--- config.mk ---
export PLATFORM = sky130hd
export DESIGN_NAME = reset_sequencer
export DESIGN_NICKNAME = d
export VERILOG_FILES = /design/src/rtl/reset_sequencer.sv
export SDC_FILE = /design/constraint.sdc
export NUM_CORES = 1
export LEC_CHECK = 0
export CAP_MARGIN = 20
export CORE_MARGIN = 5
export CORE_UTILIZATION = 53
export CTS_CLUSTER_SIZE = 14
export DETAILED_ROUTE_END_ITERATION = 8
export DONT_BUFFER_PORTS = 1
export PLACE_DENSITY = 0.79
export SLEW_MARGIN = 0
export SYNTH_ARGS = -nofsm -noshare
export SYNTH_HDL_FRONTEND = slang
export SYNTH_SLANG_ARGS = --single-unit
--- constraint.sdc ---
create_clock -name clk -period 4 [get_ports clk]
set_input_delay 0.8 -clock clk [delete_from_list [all_inputs] [get_ports clk]]
set_output_delay 0.8 -clock clk [all_outputs]
set_load 0.01 [all_outputs]
--- src/rtl/reset_sequencer.sv ---
// rtl/reset_sequencer.sv - key debounce, PLL-lock gating and ordered multi-domain reset release
module reset_sequencer #(
    parameter int NUM_DOMAINS     = 3,
    parameter int DEBOUNCE_CYCLES = 500000,
    parameter int STAGE_CYCLES    = 1024,
    parameter int READY_TIMEOUT   = 5000000
) (
    input  logic                   clk,
    input  logic                   rst,
    input  logic                   key_n,
    input  logic                   pll_lock,
    input  logic [NUM_DOMAINS-1:0] stage_ready,
    output logic [NUM_DOMAINS-1:0] rst_n_out,
    output logic                   seq_done,
    output logic                   key_state,
    output logic                   fault
);
    localparam int DW   = $clog2(DEBOUNCE_CYCLES);
    localparam int IW   = (NUM_DOMAINS > 1) ? $clog2(NUM_DOMAINS) : 1;
    localparam int CMAX = (STAGE_CYCLES > READY_TIMEOUT) ? STAGE_CYCLES : READY_TIMEOUT;
    localparam int CW   = (CMAX > 1) ? $clog2(CMAX) : 1;

    localparam logic [DW-1:0] DB_LAST    = DW'(DEBOUNCE_CYCLES - 1);
    localparam logic [IW-1:0] IDX_LAST   = IW'(NUM_DOMAINS - 1);
    localparam logic [CW-1:0] STAGE_LAST = CW'(STAGE_CYCLES - 1);
    localparam logic [CW-1:0] TMO_LAST   = CW'(READY_TIMEOUT - 1);

    typedef enum logic [2:0] {
        S_HOLD,
        S_WAIT_LOCK,
        S_DELAY,
        S_WAIT_READY,
        S_RUN
    } state_t;

    state_t                 r_state;
    state_t                 w_state_nxt;
    logic [1:0]             r_key_sync;
    logic [1:0]             r_lock_sync;
    logic [NUM_DOMAINS-1:0] r_ready_m;
    logic [NUM_DOMAINS-1:0] r_ready_s;
    logic [DW-1:0]          r_db_cnt;
    logic                   r_key_state;
    logic [IW-1:0]          r_idx;
    logic [CW-1:0]          r_cnt;
    logic [NUM_DOMAINS-1:0] r_rst_n;
    logic                   r_fault;

    logic                   w_key_pressed;
    logic                   w_lock_s;
    logic                   w_key_rise;
    logic [NUM_DOMAINS-1:0] w_sel;
    logic                   w_ready_sel;
    logic                   w_release;
    logic                   w_advance;
    logic                   w_set_fault;

    always_ff @(posedge clk) begin
        if (rst) begin
            r_key_sync  <= 2'b11;
            r_lock_sync <= 2'b00;
            r_ready_m   <= '0;
            r_ready_s   <= '0;
        end else begin
            r_key_sync  <= {r_key_sync[0], key_n};
            r_lock_sync <= {r_lock_sync[0], pll_lock};
            r_ready_m   <= stage_ready;
            r_ready_s   <= r_ready_m;
        end
    end

    assign w_key_pressed = ~r_key_sync[1];
    assign w_lock_s      = r_lock_sync[1];
    assign w_key_rise    = w_key_pressed && !r_key_state && (r_db_cnt == DB_LAST);
    assign w_sel         = NUM_DOMAINS'(1) << r_idx;
    assign w_ready_sel   = |(r_ready_s & w_sel);

    // Any stable deviation from the accepted level must persist DEBOUNCE_CYCLES edges to flip it
    always_ff @(posedge clk) begin
        if (rst) begin
            r_db_cnt    <= '0;
            r_key_state <= 1'b0;
        end else if (w_key_pressed == r_key_state) begin
            r_db_cnt    <= '0;
        end else if (r_db_cnt == DB_LAST) begin
            r_db_cnt    <= '0;
            r_key_state <= ~r_key_state;
        end else begin
            r_db_cnt    <= r_db_cnt + 1'b1;
        end
    end

    always_ff @(posedge clk) begin
        if (rst) begin
            r_state <= S_HOLD;
        end else begin
            r_state <= w_state_nxt;
        end
    end

    // Key abort outranks lock loss so a user reset never leaves a fault behind
    always_comb begin
        w_state_nxt = r_state;
        w_release   = 1'b0;
        w_advance   = 1'b0;
        w_set_fault = 1'b0;
        if (r_state != S_HOLD && r_key_state) begin
            w_state_nxt = S_HOLD;
        end else if (!w_lock_s && (r_state == S_DELAY || r_state == S_WAIT_READY
                                   || r_state == S_RUN)) begin
            w_state_nxt = S_HOLD;
            w_set_fault = 1'b1;
        end else begin
            case (r_state)
                S_HOLD: begin
                    if (!r_key_state) w_state_nxt = S_WAIT_LOCK;
                end
                S_WAIT_LOCK: begin
                    if (w_lock_s) w_state_nxt = S_DELAY;
                end
                S_DELAY: begin
                    if (r_cnt == STAGE_LAST) begin
                        w_release   = 1'b1;
                        w_state_nxt = S_WAIT_READY;
                    end
                end
                S_WAIT_READY: begin
                    if (w_ready_sel) begin
                        if (r_idx == IDX_LAST) begin
                            w_state_nxt = S_RUN;
                        end else begin
                            w_advance   = 1'b1;
                            w_state_nxt = S_DELAY;
                        end
                    end else if (r_cnt == TMO_LAST) begin
                        w_set_fault = 1'b1;
                        w_state_nxt = S_HOLD;
                    end
                end
                S_RUN: begin
                    w_state_nxt = S_RUN;
                end
                default: begin
                    w_state_nxt = S_HOLD;
                end
            endcase
        end
    end

    always_ff @(posedge clk) begin
        if (rst) begin
            r_idx   <= '0;
            r_cnt   <= '0;
            r_rst_n <= '0;
            r_fault <= 1'b0;
        end else begin
            if (w_key_rise) begin
                r_fault <= 1'b0;
            end else if (w_set_fault) begin
                r_fault <= 1'b1;
            end
            if (w_state_nxt == S_HOLD) begin
                r_idx   <= '0;
                r_cnt   <= '0;
                r_rst_n <= '0;
            end else if (w_release) begin
                r_rst_n <= r_rst_n | w_sel;
                r_cnt   <= '0;
            end else if (w_advance) begin
                r_idx   <= r_idx + 1'b1;
                r_cnt   <= '0;
            end else if (r_state == S_DELAY || r_state == S_WAIT_READY) begin
                r_cnt   <= r_cnt + 1'b1;
            end else begin
                r_cnt   <= '0;
            end
        end
    end

    always_comb begin
        seq_done  = (r_state == S_RUN);
        rst_n_out = r_rst_n;
        key_state = r_key_state;
        fault     = r_fault;
    end
endmodule
==> run_results.csv <==
group,metric,value,unit
route,wl,5170,um
yosys,synth-simple-area-share,30.7,%
worst_hold_path,hold_class,"reg2reg",
global_route,grt_max_degree,24,
timing,drv_slew,0,
timing,hold_viol,0,
critical_path,crit_arrival,2.88,ns
yosys,synth_top_area_cell,"dfxtp_1",
yosys,synth.area.top_cells,"dfxtp_1, xor2_1, nor2_1",
critical_path,r2r_end,"r_idx[0]$_SDFFE_PP0P_",
yosys,synth_edf_count,0,
route,firstDrtPassIters,4,
power,power_density,438,nW/um^2
worst_hold_path,holdCritStartpoint,"r_key_sync[0]$_SDFF_PP1_",
critical_path,r2r_setup_slack,1.37,ns
timing,finalClockSkew,0.00899,ns
timing,setup_violations,0,
clock_network,cts_buffers,9,
yosys,synthAdderAreaFrac,2.70,%
timing,min_period,2.63,ns
clock_network,clk_path_buf_depth,2,
yosys,ys.flop_type,"dfxtp_1",
yosys,yosysMostFrequentCell,"dfxtp_1",
yosys,synth_top_family_by_area,"simple AND/OR/NAND/NOR gates",
power,clockPowerShare,45.6,%
clock_network,post_cts_resize_count,0,
status,status,"finished, final reports clean",
yosys,yosysSeqAreaShare,44.7,%
clock_network,postCtsSetupBuffers,0,
power,leakage,1.01,nW
worst_hold_path,hold_path_end,"r_key_sync[1]$_SDFF_PP1_",
timing,max_freq,381,MHz
yosys,ys_async_sr_fraction,0,%
place,dp_hpwl,3550,um
critical_path,worst-path-max-fanout,13,
power,pwr-share-seq,48.3,%
global_route,grt_usage,17.2,%
critical_path,criticalPathCategory,"reg2reg",
power,combinationalPowerShare,6.1,%
final_layout,nets,320,
yosys,synthMuxAreaShare,0.361,%
timing,rsz0062_at_grt,"false",
job,drv_cap,0,
power,switching_share,22.1,%
yosys,netlist_area,2780,um^2
yosys,yosys_register_bits,62,
place,port-buffer-count,0,
timing,timing.final.crit_share,65.6,%
global_route,grt_pass1_vias,1913,
yosys,yosysWarnings,0,
final_layout,fillers,432,
power,peakVddDrop,0.000244,V
floorplan,die_w,82.4,um
global_route,globalRouteOverflowTotal,0,
clock_network,htree_num_levels,3,
clock_network,cts_hold_buf,0,
clock_network,cts_tree,"yes",
yosys,ys_top_cells_by_count,"dfxtp_1, nor2_1, xor2_1",
clock_network,clock_latency,0.33,ns
yosys,syn_inst,306,
timing,setup_tns,0,ns
floorplan,rows,26,
yosys,synth_top_cell_area_share,44.7,%
place,place.gp.congestion,0.879,
final_layout,antenna_cells,0,
critical_path,r2r_start,"r_idx[0]$_SDFFE_PP0P_",
floorplan,fp.dieH,82.4,um
yosys,syn_nets,319,
yosys,avgSynthCellArea,9.07,um^2
clock_network,cts.clk_slew.worst_paths,0.07,ns
route,drt_iter0_drc,84,
worst_hold_path,whs_path_depth,1,
route,via_count,2099,
floorplan,die_area,6790,um^2
floorplan,pin_count,13,
final_layout,drive_above_1_share,10.3,%
floorplan,core_area,5110,um^2
timing,tightest_slew,0.965,ns
route,viasPerCell,5.51,
route,ant_nets,0,
route,routedWlPerCell,13.6,um
power,p_int,1.04,mW
critical_path,reg2reg_depth,8,
power,switching_power,0.294,mW
final_layout,areaGrowthSynthToFinish,9.42,%
yosys,synth_compound_area_share,5.09,%
critical_path,end_kind,"flip-flop",
yosys,ys_types,43,
clock_network,cts-root-buf,"clkbuf_8",
critical_path,critPathRequiredTime,4.25,ns
floorplan,initial_utilization,54.4,%
yosys,synth_xor_area_share,12.6,%
route,drc,0,
global_route,grt_antenna_before_repair,0,
critical_path,crit_path_start_kind,"flip-flop",
clock_network,clock-sinks,62,
power,power,1.33,mW
global_route,grt_pass1_wl,8770,um
timing,slew_headroom,35.5,%
-- worst max-delay path by stage --
stage / startpoint / end / slack, ns
3_3_place_gp: r_cnt[15]$_SDFF_PP0_ / r_idx[1]$_SDFFE_PP0P_ / 1.51
5_1_grt: r_idx[0]$_SDFFE_PP0P_ / r_cnt[1]$_SDFF_PP0_ / 1.26
2_1_floorplan: rst / r_cnt[11]$_SDFF_PP0_ / 1.60
6_report: r_idx[0]$_SDFFE_PP0P_ / r_idx[0]$_SDFFE_PP0P_ / 1.37
4_1_cts: r_cnt[15]$_SDFF_PP0_ / r_idx[0]$_SDFFE_PP0P_ / 1.41
3_5_place_dp: r_cnt[15]$_SDFF_PP0_ / r_idx[0]$_SDFFE_PP0P_ / 1.43
-- kinds of logic (layout without fill, tap and decap cells) --
family	Yosys count	after routing
buffers and inverters	21	26
multiplexers	1	1
adder cells (fa/ha/maj)	6	6
flip-flops	62	62
AND/OR/NAND/NOR	156	156
XOR/XNOR	40	40
AO/OA/AOI/OAI	20	20
-- worst max-delay path, stage by stage (launching register included) --
cell,delay (ns)
dfxtp_1,0.31
inv_1,0.11
ha_1,0.21
a22oi_1,0.13
a211o_1,0.31
a2111oi_1,0.89
nor4_4,0.16
buf_6,0.22
nor3_1,0.20
-- placed cells by master, fill, tap and decap left out, drive strengths merged, types with 3 or more instances in the layout --
cell / synthesis / layout
clkbuf: 4 / 11
nand2: 19 / 19
or4: 4 / 4
nor3: 26 / 26
ha: 6 / 6
nand3: 14 / 14
nor2: 45 / 45
xnor2: 19 / 19
and3: 6 / 6
dfxtp: 62 / 62
nor4: 8 / 8
a31oi: 4 / 4
or2: 3 / 3
nor2b: 9 / 9
inv: 10 / 10
a21oi: 4 / 4
xor2: 21 / 21
nand4: 9 / 9
and4: 3 / 3
or3: 3 / 3
-- registers in the layout, indices dropped and copies added (netlist names) --
signal and flops:
rst_n_out 3, r_state 3, r_idx 2, r_lock_sync 2, r_ready_s 3, r_db_cnt 19
r_key_sync 2, r_cnt 23, r_ready_m 3, key_state 1, fault 1
-- power by group through the flow --
stage / logic, mW / clock network (mW) / registers, mW
5_1_grt: 0.0882 / 0.652 / 0.644
3_5_place_dp: 0.0748 / 0 / 0.657
2_1_floorplan: 0.0772 / 0 / 0.647
4_1_cts: 0.0754 / 0.622 / 0.643
6_report: 0.0812 / 0.606 / 0.643
3_3_place_gp: 0.0736 / 0 / 0.656
-- per-stage QoR --
stage	setup WS (ns)	utilization, %	hold slack [ns]	instances	instance area (um^2)
6_report	1.37	59.5	0.414	381	3040
5_1_grt	1.26	59.5	0.434	381	3040
4_1_cts	1.41	59.3	0.419	380	3030
3_5_place_dp	1.43	54.9	0.403	365	2810
3_3_place_gp	1.51	54.9	0.402	365	2810
2_1_floorplan	1.60	-	0.389	306	2780
-- cell type report --
cell class / instances / area [um^2] / area share, %
clock buffer: 11 / 151 / 4.98
clock inverter: 4 / 70.1 / 2.31
inverter: 10 / 37.5 / 1.24
multi-input combinational: 223 / 1440 / 47.4
sequential: 62 / 1240 / 40.9
tap: 70 / 87.6 / 2.88
timing repair buffer: 1 / 11.3 / 0.371
-- routing by layer --
| metal | GRT usage, % | up-vias | part of all wire [%] |
|---|---|---|---|
| li1 | - | 1063 | - |
| met1 | 19.9 | 986 | 44 |
| met2 | 27.6 | 40 | 50 |
| met3 | 6.18 | 10 | 4.1 |
| met4 | 9.14 | 0 | 1.6 |
| met5 | 0 | - | 0 |
(Power assumes the default switching activity.)
